File: src/rtl/pga_autorange_if.sv
`default_nettype none
// ============================================================================
//  Module      : pga_autorange_if
//  Description : Signal bundle between the UI / ADC host and the PGA
//                autorange controller.
//                  en           - autorange enable from the UI
//                  manual_gain  - UI gain code, used while en=0
//                  adcdata      - signed 16-bit raw ADC sample
//                  newdata      - one-cycle strobe qualifying adcdata
//                  gain         - PGA gain code driving {A1,A0}
//                  gain_changed - one-cycle pulse when gain changes
//                  ranging      - high while the front end settles
//                  clip         - clip status of the latest sample
//                The slave modport belongs to the controller; the master
//                modport belongs to whoever drives the controller.
//  Revision    : 1.0 - initial release
// ============================================================================
interface pga_autorange_if;
  logic        en;
  logic [1:0]  manual_gain;
  logic [15:0] adcdata;
  logic        newdata;
  logic [1:0]  gain;
  logic        gain_changed;
  logic        ranging;
  logic        clip;

  modport slave (
    input  en, manual_gain, adcdata, newdata,
    output gain, gain_changed, ranging, clip
  );

  modport master (
    output en, manual_gain, adcdata, newdata,
    input  gain, gain_changed, ranging, clip
  );
endinterface
`default_nettype wire

File: src/rtl/pga_autorange.sv
`default_nettype none
// ============================================================================
//  Module      : pga_autorange
//  Description : Automatic gain-ranging controller for the input PGA.
//                Measures peak magnitude and clip count of the ADC sample
//                stream over windows of 2^WINDOW_LOG2 samples, steps the
//                2-bit gain code down on repeated clipping or up on a weak
//                signal, then ignores SETTLE_SAMPLES strobes while the analog
//                path settles. With en=0 the UI gain passes straight through.
//  Ports       : CLK36 - 36 MHz system clock
//                rst_n - asynchronous active-low reset
//                bus   - pga_autorange_if.slave (en, manual_gain, adcdata,
//                        newdata in; gain, gain_changed, ranging, clip out)
//  Revision    : 1.0 - initial release
// ============================================================================
module pga_autorange #(
  parameter int          WINDOW_LOG2    = 12,
  parameter int          SETTLE_SAMPLES = 1024,
  parameter logic [15:0] CLIP_LEVEL     = 16'd30720,
  parameter int          CLIP_COUNT     = 4,
  parameter logic [15:0] LOW_LEVEL      = 16'd6000
) (
  input  wire              CLK36,
  input  wire              rst_n,
  pga_autorange_if.slave   bus
);

  localparam int c_CW = $clog2(CLIP_COUNT + 1);
  localparam int c_SW = $clog2(SETTLE_SAMPLES + 1);
  localparam logic [c_CW-1:0] c_CLIP_MAX    = c_CW'(CLIP_COUNT);
  localparam logic [c_SW-1:0] c_SETTLE_LAST = c_SW'(SETTLE_SAMPLES - 1);

  typedef enum logic [1:0] {
    ST_MANUAL  = 2'd0,
    ST_MEASURE = 2'd1,
    ST_DECIDE  = 2'd2,
    ST_SETTLE  = 2'd3
  } state_t;

  state_t                 r_state,  w_state_nxt;
  logic [1:0]             r_gain,   w_gain_nxt;
  logic [WINDOW_LOG2-1:0] r_win,    w_win_nxt;
  logic [15:0]            r_peak,   w_peak_nxt;
  logic [c_CW-1:0]        r_clips,  w_clips_nxt;
  logic [c_SW-1:0]        r_settle, w_settle_nxt;
  logic                   r_gain_changed;
  logic                   r_ranging;
  logic                   r_clip;

  logic [15:0]            w_mag;
  logic                   w_clip_now;

  // |adcdata|; -32768 has no positive twin, so it saturates to 32767.
  always_comb begin
    w_mag = bus.adcdata;
    if (bus.adcdata[15]) begin
      if (bus.adcdata == 16'h8000) w_mag = 16'h7FFF;
      else                         w_mag = ~bus.adcdata + 16'd1;
    end
  end

  assign w_clip_now = (w_mag >= CLIP_LEVEL);

  // Next-state and datapath decisions.
  always_comb begin
    w_state_nxt  = r_state;
    w_gain_nxt   = r_gain;
    w_win_nxt    = r_win;
    w_peak_nxt   = r_peak;
    w_clips_nxt  = r_clips;
    w_settle_nxt = r_settle;

    if (!bus.en) begin
      // Disable overrides every state, including a strobe on the same edge.
      w_state_nxt  = ST_MANUAL;
      w_gain_nxt   = bus.manual_gain;
      w_win_nxt    = '0;
      w_peak_nxt   = '0;
      w_clips_nxt  = '0;
      w_settle_nxt = '0;
    end else begin
      case (r_state)
        ST_MANUAL: begin
          w_state_nxt  = ST_MEASURE;
          w_win_nxt    = '0;
          w_peak_nxt   = '0;
          w_clips_nxt  = '0;
          w_settle_nxt = '0;
        end
        ST_MEASURE: begin
          if (bus.newdata) begin
            if (w_mag > r_peak) w_peak_nxt = w_mag;
            if (w_clip_now && (r_clips < c_CLIP_MAX)) w_clips_nxt = r_clips + 1'b1;
            w_win_nxt = r_win + 1'b1;
            if (&r_win) w_state_nxt = ST_DECIDE;
          end
        end
        ST_DECIDE: begin
          // Strobes during this cycle are deliberately not accumulated.
          if ((r_clips >= c_CLIP_MAX) && (r_gain != 2'd0)) begin
            w_gain_nxt  = r_gain - 2'd1;
            w_state_nxt = ST_SETTLE;
          end else if ((r_peak < LOW_LEVEL) && (r_gain != 2'd3)) begin
            w_gain_nxt  = r_gain + 2'd1;
            w_state_nxt = ST_SETTLE;
          end else begin
            w_state_nxt = ST_MEASURE;
          end
          w_win_nxt    = '0;
          w_peak_nxt   = '0;
          w_clips_nxt  = '0;
          w_settle_nxt = '0;
        end
        ST_SETTLE: begin
          if (bus.newdata) begin
            if (r_settle == c_SETTLE_LAST) begin
              w_state_nxt  = ST_MEASURE;
              w_settle_nxt = '0;
            end else begin
              w_settle_nxt = r_settle + 1'b1;
            end
          end
        end
        default: begin
          w_state_nxt = ST_MANUAL;
        end
      endcase
    end
  end

  always_ff @(posedge CLK36 or negedge rst_n) begin
    if (!rst_n) begin
      r_state        <= ST_MANUAL;
      r_gain         <= 2'd0;
      r_win          <= '0;
      r_peak         <= '0;
      r_clips        <= '0;
      r_settle       <= '0;
      r_gain_changed <= 1'b0;
      r_ranging      <= 1'b0;
      r_clip         <= 1'b0;
    end else begin
      r_state        <= w_state_nxt;
      r_gain         <= w_gain_nxt;
      r_win          <= w_win_nxt;
      r_peak         <= w_peak_nxt;
      r_clips        <= w_clips_nxt;
      r_settle       <= w_settle_nxt;
      // Compare against the next value so the pulse lines up with the new gain.
      r_gain_changed <= (w_gain_nxt != r_gain);
      r_ranging      <= (w_state_nxt == ST_SETTLE);
      if (bus.newdata) r_clip <= w_clip_now;
    end
  end

  assign bus.gain         = r_gain;
  assign bus.gain_changed = r_gain_changed;
  assign bus.ranging      = r_ranging;
  assign bus.clip         = r_clip;

endmodule
`default_nettype wire

File: src/flat_wrapper.sv
// flat-port wrapper written by rule: the top's interface ports become plain ports
module pga_autorange_flat 
#(
  parameter int          WINDOW_LOG2    = 12,
  parameter int          SETTLE_SAMPLES = 1024,
  parameter logic [15:0] CLIP_LEVEL     = 16'd30720,
  parameter int          CLIP_COUNT     = 4,
  parameter logic [15:0] LOW_LEVEL      = 16'd6000
)
  (CLK36, rst_n, bus_en, bus_manual_gain, bus_adcdata, bus_newdata, bus_gain, bus_gain_changed, bus_ranging, bus_clip);
  pga_autorange_if bus_i ();
  input  wire CLK36;
  input  wire rst_n;
  input wire logic [$bits(bus_i.en)-1:0] bus_en;
  input wire logic [$bits(bus_i.manual_gain)-1:0] bus_manual_gain;
  input wire logic [$bits(bus_i.adcdata)-1:0] bus_adcdata;
  input wire logic [$bits(bus_i.newdata)-1:0] bus_newdata;
  output wire logic [$bits(bus_i.gain)-1:0] bus_gain;
  output wire logic [$bits(bus_i.gain_changed)-1:0] bus_gain_changed;
  output wire logic [$bits(bus_i.ranging)-1:0] bus_ranging;
  output wire logic [$bits(bus_i.clip)-1:0] bus_clip;
  assign bus_i.en = bus_en;
  assign bus_i.manual_gain = bus_manual_gain;
  assign bus_i.adcdata = bus_adcdata;
  assign bus_i.newdata = bus_newdata;
  assign bus_gain = bus_i.gain;
  assign bus_gain_changed = bus_i.gain_changed;
  assign bus_ranging = bus_i.ranging;
  assign bus_clip = bus_i.clip;
  pga_autorange #(.WINDOW_LOG2(WINDOW_LOG2), .SETTLE_SAMPLES(SETTLE_SAMPLES), .CLIP_LEVEL(CLIP_LEVEL), .CLIP_COUNT(CLIP_COUNT), .LOW_LEVEL(LOW_LEVEL)) u_core (.CLK36(CLK36), .rst_n(rst_n), .bus(bus_i));
endmodule
File: config.mk
export PLATFORM = sky130hd
export DESIGN_NAME = pga_autorange_flat
export DESIGN_NICKNAME = d
export VERILOG_FILES = /design/src/rtl/pga_autorange_if.sv /design/src/rtl/pga_autorange.sv /design/src/flat_wrapper.sv
export SDC_FILE = /design/constraint.sdc
export NUM_CORES = 1
export LEC_CHECK = 0
export ABC_AREA = 1
export BUFFER_PORTS_ARGS = -buffer_cell sky130_fd_sc_hd__buf_2
export CAP_MARGIN = 20
export CELL_PAD_IN_SITES_DETAIL_PLACEMENT = 0
export CELL_PAD_IN_SITES_GLOBAL_PLACEMENT = 1
export CORE_UTILIZATION = 40
export DETAILED_ROUTE_END_ITERATION = 16
export GPL_TIMING_DRIVEN = 0
export PLACE_DENSITY_LB_ADDON = 0.25
export SYNTH_ARGS = -nofsm -noshare
export SYNTH_HDL_FRONTEND = slang
export SYNTH_SLANG_ARGS = --single-unit
File: constraint.sdc
create_clock -name CLK36 -period 3.53 [get_ports CLK36]
set_input_delay 0.5295 -clock CLK36 [delete_from_list [all_inputs] [get_ports CLK36]]
set_output_delay 0.5295 -clock CLK36 [all_outputs]
set_load 0.01 [all_outputs]
## Word level (Yosys, flattened, before mapping)

Cells that the tools add are included.
Widths: inputs -> output; s select.

| storage, ports and cells | value |
|---|---|
| register bits | 49 |
| bits of input ports | 22 |
| output and inout bits | 5 |

| operators by class | value |
|---|---|
| add/sub/neg operators | 6 |
| magnitude comparators | 5 |
| eq/ne operators | 14 |
| mux-type cells | 29 |
| bitwise operators | 1 |
| reduce and logical (&&, ||, !) cells | 11 |

Operators by type and width:

| cell | number |
|---|---|
| $mux 16 | 5 |
| $mux 11 | 3 |
| $pmux 16 s2 | 1 |
| $mux 12 | 2 |
| $pmux 12 s2 | 1 |
| $mux 2 | 11 |
| $pmux 11 s2 | 1 |
| $add 16x1->16 const B | 1 |
| $eq 16x16->1 const B | 1 |
| $ge 16x15->1 const B | 1 |
| $gt 16x16->1 | 1 |
| $lt 16x13->1 const B | 1 |
| $not 16->16 | 1 |
| $add 12x1->12 const B | 1 |
| $ne 3x2->1 const B | 4 |
| $reduce_and 12->1 | 1 |
| $add 11x1->11 const B | 1 |
| $eq 11x10->1 const B | 1 |
| $mux 3 | 3 |
| $pmux 2 s4 | 1 |
| $eq 2x2->1 const B | 3 |
| $ne 3x3->1 const B | 2 |
| $pmux 3 s2 | 1 |
| $reduce_and 3->1 | 2 |
| 13 further kinds | 16 |

## Longest topological paths before layout

| logic depth | value |
|---|---|
| word-level depth | 10 |
| depth in mapped cells | 20 |
| depth with buffers taken out | 19 |

## Worst setup path before layout

OpenSTA, ideal clock, no wires.

| timing | value |
|---|---|
| path kind | in2reg |
| start point | input port bus_adcdata[0] |
| end point | register u_core.r_peak[10] |
| setup time | 0.066 ns |
| arrival time | 2.817 ns |
| required time | 3.464 ns |
| path slack | 0.647 ns |
| cell stages on the path | 18 |
| buffers on the path | 2 |
| path through | inv_1 ha_1 nand2_2 nor2_4 nand3_2 buf_2 a22oi_1 ha_1 a21oi_1 o21ai_0 nand2_1 o211ai_1 nand3_1 nand2_1 nand2_2 clkbuf_1 nand3_1 nand2_1 |

| on the way | value |
|---|---|
| longest elaborated chain between the ends | 8 |
| elaborated cells on any way between the ends | 12 |
| those cells by class | 1 x add/sub; 1 x order compare; 2 x eq/ne; 6 x mux; 1 x bitwise; 1 x reduce/logical |

Ends and longest elaborated chain:

| element | RTL line | text |
|---|---|---|
| start, declared | flat_wrapper.sv:16 | `input wire logic [$bits(bus_i.adcdata)-1:0] bus_adcdata;` |
| $not 16->16 | pga_autorange.sv:58 | `else w_mag = ~bus.adcdata + 16'd1;` |
| $add 16x1->16 | pga_autorange.sv:58 |  |
| $mux 16 | pga_autorange.sv:57 | `if (bus.adcdata == 16'h8000) w_mag = 16'h7FFF;` |
| $mux 16 (*) | pga_autorange.sv:56 | `if (bus.adcdata[15]) begin` |
| branches (longest 4 deep; another with $gt 16x16->1) | n/a |  |
| end signal, assigned | pga_autorange.sv:146 | `r_peak <= w_peak_nxt;` |
| end, declared | pga_autorange.sv:43 | `logic [15:0] r_peak, w_peak_nxt;` |

Every way passes the cells marked *. The select of a mux whose other input is x is not followed.
A chain may end at the register's enable or synchronous reset.

## Worst setup path after layout

| timing | value |
|---|---|
| start point | input port bus_adcdata[0] |
| end point | register u_core.r_peak[12] |

Same word-level chain as after synthesis.

==> flow_summary.yaml <==
run_status:
  status: "finished clean"
critical_path:
  criticalPathCategory: "input pin to flip-flop"
  worstPathRequired_ns: 3.77
  crit_top_cell: "nand2_1"
  crit_fanout: 10
  endpoint_kind: "flip-flop"
  timing.critical_path.cells: "buf_2 > inv_1 > ha_1 > nand2_2 > nor2_4 > nand3_2 > buf_2 > a22oi_1 > ha_1 > a21oi_1 > o21ai_0 > nand2_1 > o211ai_1 > nand3_1 > nand2_1 > nand2_2 > nor2_4 > buf_2 > nand2_1 > nand2_1"
  crit_slowest_cell: "buf_2"
  cp-start-kind: "input pin"
  max_stage_delay_ns: 0.26
  crit_arrival_ns: 3.34
yosys:
  synth_top_area_cell: "dfrtp_1"
  synth.area.top_cells: "dfrtp_1, nand2_1, ha_1, nand3_1, inv_1"
  ys_warn_count: 0
  synth_top_family_by_area: "simple AND/OR/NAND/NOR gates"
  synth_seq_area_share_pct: 35.8
  avgSynthCellArea_um2: 7.30
  syn_area_mm2: 0.00343
  synth_xor_area_share_pct: 1.02
  synth_fa_ha_area_share_pct: 8.40
  syn_inst: 469
  synth-simple-area-share_pct: 36.2
  synth_compound_area_share_pct: 10.0
  ys_types: 39
  synth_top_area_share_pct: 35.8
  syn-num-nets: 514
  synthMuxAreaShare_pct: 0
  ys_ff_latch: 49
power:
  p_switching_uw: 347
  p_seq_share_pct: 48.0
  sw_frac_of_total_pct: 28.1
  clkPwrFrac_pct: 34.3
  peakVddDrop_mv: 0.170
  p_int_uw: 889
  power_density_mw_per_mm2: 324
  power_leakage_nw: 1.91
  comb_power_share_pct: 17.7
clock_network:
  path_clk_slew_ns: 0.09
  cts_tree: "built"
  ctsResizeCount: 0
  cts_buffers: 5
  ctsLongestPathBuffers: 2
  clk_latency_ns: 0.31
  clock_sink_count: 49
  cts_setup_buffers: 0
  postCtsHoldBufs: 0
  cts-root-buf: "clkbuf_8"
  htreeDepth: 2
timing:
  period_needed_ns: 3.11
  fmax_mhz: 322
  relSlewSlack_pct: 66.6
  clock_skew_ns: 0.0142
  fin_crit_sh_pct: 88.0
  hold_violations: 0
  setup_viol: 0
  tns_ns: 0
  drv_slew: 0
  worst-slew-pin-transition_ns: 0.502
  rsz0062_at_grt: "no"
  hold_slack_ns: 0.152
finish:
  fin_util_pct: 46.2
  seq_area_mm2: 0.00123
  instances_no_fill: 607
  drive_above_1_share_pct: 16.5
  fill_cells: 847
  multi_input_area_mm2: 0.00191
  antennaDiodeCount: 0
  syn_to_final_growth_pct: 11.4
  nets: 546
  finalInstanceArea_mm2: 0.00381
routing:
  viasPerCell: 4.92
  routedWlPerCell_um: 12.3
  antenna_left: 0
  vias: 2989
  first_iter_violations: 140
  drc: 0
  first_pass_iters: 4
  routed_wl_um: 7480
floorplan:
  initial_core_util_pct: 41.5
  io_pins: 27
  die_x_um: 94.5
  die_area_mm2: 0.00894
  dieHeight_um: 94.5
  row_count: 33
  core_mm2: 0.00826
placement:
  dp.cells: 599
  portBuffers: 24
  dp_hpwl_um: 5850
  gp_congestion: 0.787
  placed_cell_area_mm2: 0.00370
global_route:
  overflow: 0
  grt_pass1_wl_um: 13300
  grt_max_degree: 34
  antenna_found_initial: 0
  first_global_vias: 2809
  grt_usage_pct: 19.0
run:
  max-cap-violations: 0
min_path:
  holdCritPathClass: "input pin to asynchronous set/reset pin"
==> layout by cell type, fill, tap and decap left out, types with 11 or more instances in the layout <==
cell     Yosys  routed
buf_2        4      28
inv_1       59      59
nand2_1    116     116
nand2_2     11      11
o21ai_0     21      21
a21oi_1     23      23
dfrtp_1     49      49
nor2_1      48      48
ha_1        23      23
nand3_1     46      46
==> final cells by class <==
cell class	count	area share (%)
multi-input cells	346	50.0
well taps	105	3.44
plain buffers	9	1.25
clock inverters	1	0.787
inverters	65	6.46
clock buffers	7	2.26
flip-flops and latches	49	32.1
repair buffers	25	3.67
==> state kept, by name, summed over array words and instances, names as in the netlist <==
register / count
u_core.bus.clip: 1
u_core.bus.gain: 2
u_core.bus.gain_changed: 1
u_core.bus.ranging: 1
u_core.r_clips: 3
u_core.r_peak: 16
u_core.r_settle: 11
u_core.r_state: 2
u_core.r_win: 12
==> synth_stat cells, drive strengths merged <==
cell    count
nor4        4
a21oi      24
o211ai      3
xor2        2
xnor2       2
a221oi      1
nand3      53
o21ai      22
ha         23
and3        1
inv        65
o31ai       2
clkbuf      2
o221ai      1
nor2       55
nor3        3
a211oi      1
nand2     129
a31oi       1
o22ai       1
nand4       7
dfrtp      49
or2         8
a22oi       1
buf         7
nand3b      1
a41oi       1
==> critical path, delay by kind of cell <==
family                     cells  cell delay, ns
adders and majority gates      2            0.39
buffers and inverters          4            0.68
and+or+nand+nor               10            1.18
AOI/OAI and AO/OA              4            0.55
==> stage by stage <==
step                      worst slack [ns]  power [mW]
final                                0.425        1.24
after global routing                0.0992        1.31
after CTS                            0.305        1.25
after detailed placement          -0.00683       0.826
after global placement             -0.0194       0.818
after floorplan                      0.647       0.747
==> per-layer routing <==
metal	track usage (%)	vias up	share of wire (%)
li1	-	1585	-
met1	28.4	1378	54
met2	28.7	18	43
met3	3.14	8	2.0
met4	4.17	0	0.92
met5	0	-	0
==> kinds of logic (layout without fill, tap and decap cells) <==
family	after synthesis	after routing
xor+xnor	4	4
compound gates	58	58
fa+ha+maj	23	23
flops	49	49
buf+inv	74	107
simple gates	261	261
==> power groups by stage <==
| stage | registers (mW) | logic [mW] | clock network (mW) |
|---|---|---|---|
| 2_1_floorplan | 0.603 | 0.144 | 0 |
| 3_3_place_gp | 0.603 | 0.215 | 0 |
| 3_5_place_dp | 0.604 | 0.222 | 0 |
| 4_1_cts | 0.593 | 0.222 | 0.439 |
| 5_1_grt | 0.597 | 0.254 | 0.459 |
| 6_report | 0.593 | 0.219 | 0.424 |
==> path summary, 6_finish.rpt <==
path / slack (ns) / depth (start not counted) / from / endpoint
setup / recovery: 0.42 / 20 / bus_adcdata[0] / u_core.r_peak[12]
hold / removal: 0.15 / 1 / rst_n / u_core.r_peak[0]
min in group CLK36: 0.48 / 3 / bus_manual_gain[0] / u_core.bus.gain[0]
max in group asynchronous: 2.84 / 2 / rst_n / u_core.r_peak[14]
hold reg to reg: 0.51 / 2 / u_core.r_peak[10] / u_core.r_peak[10]
setup reg to reg: 1.37 / 13 / u_core.r_peak[7] / u_core.r_peak[12]
Power figures use the tool's default switching activity.
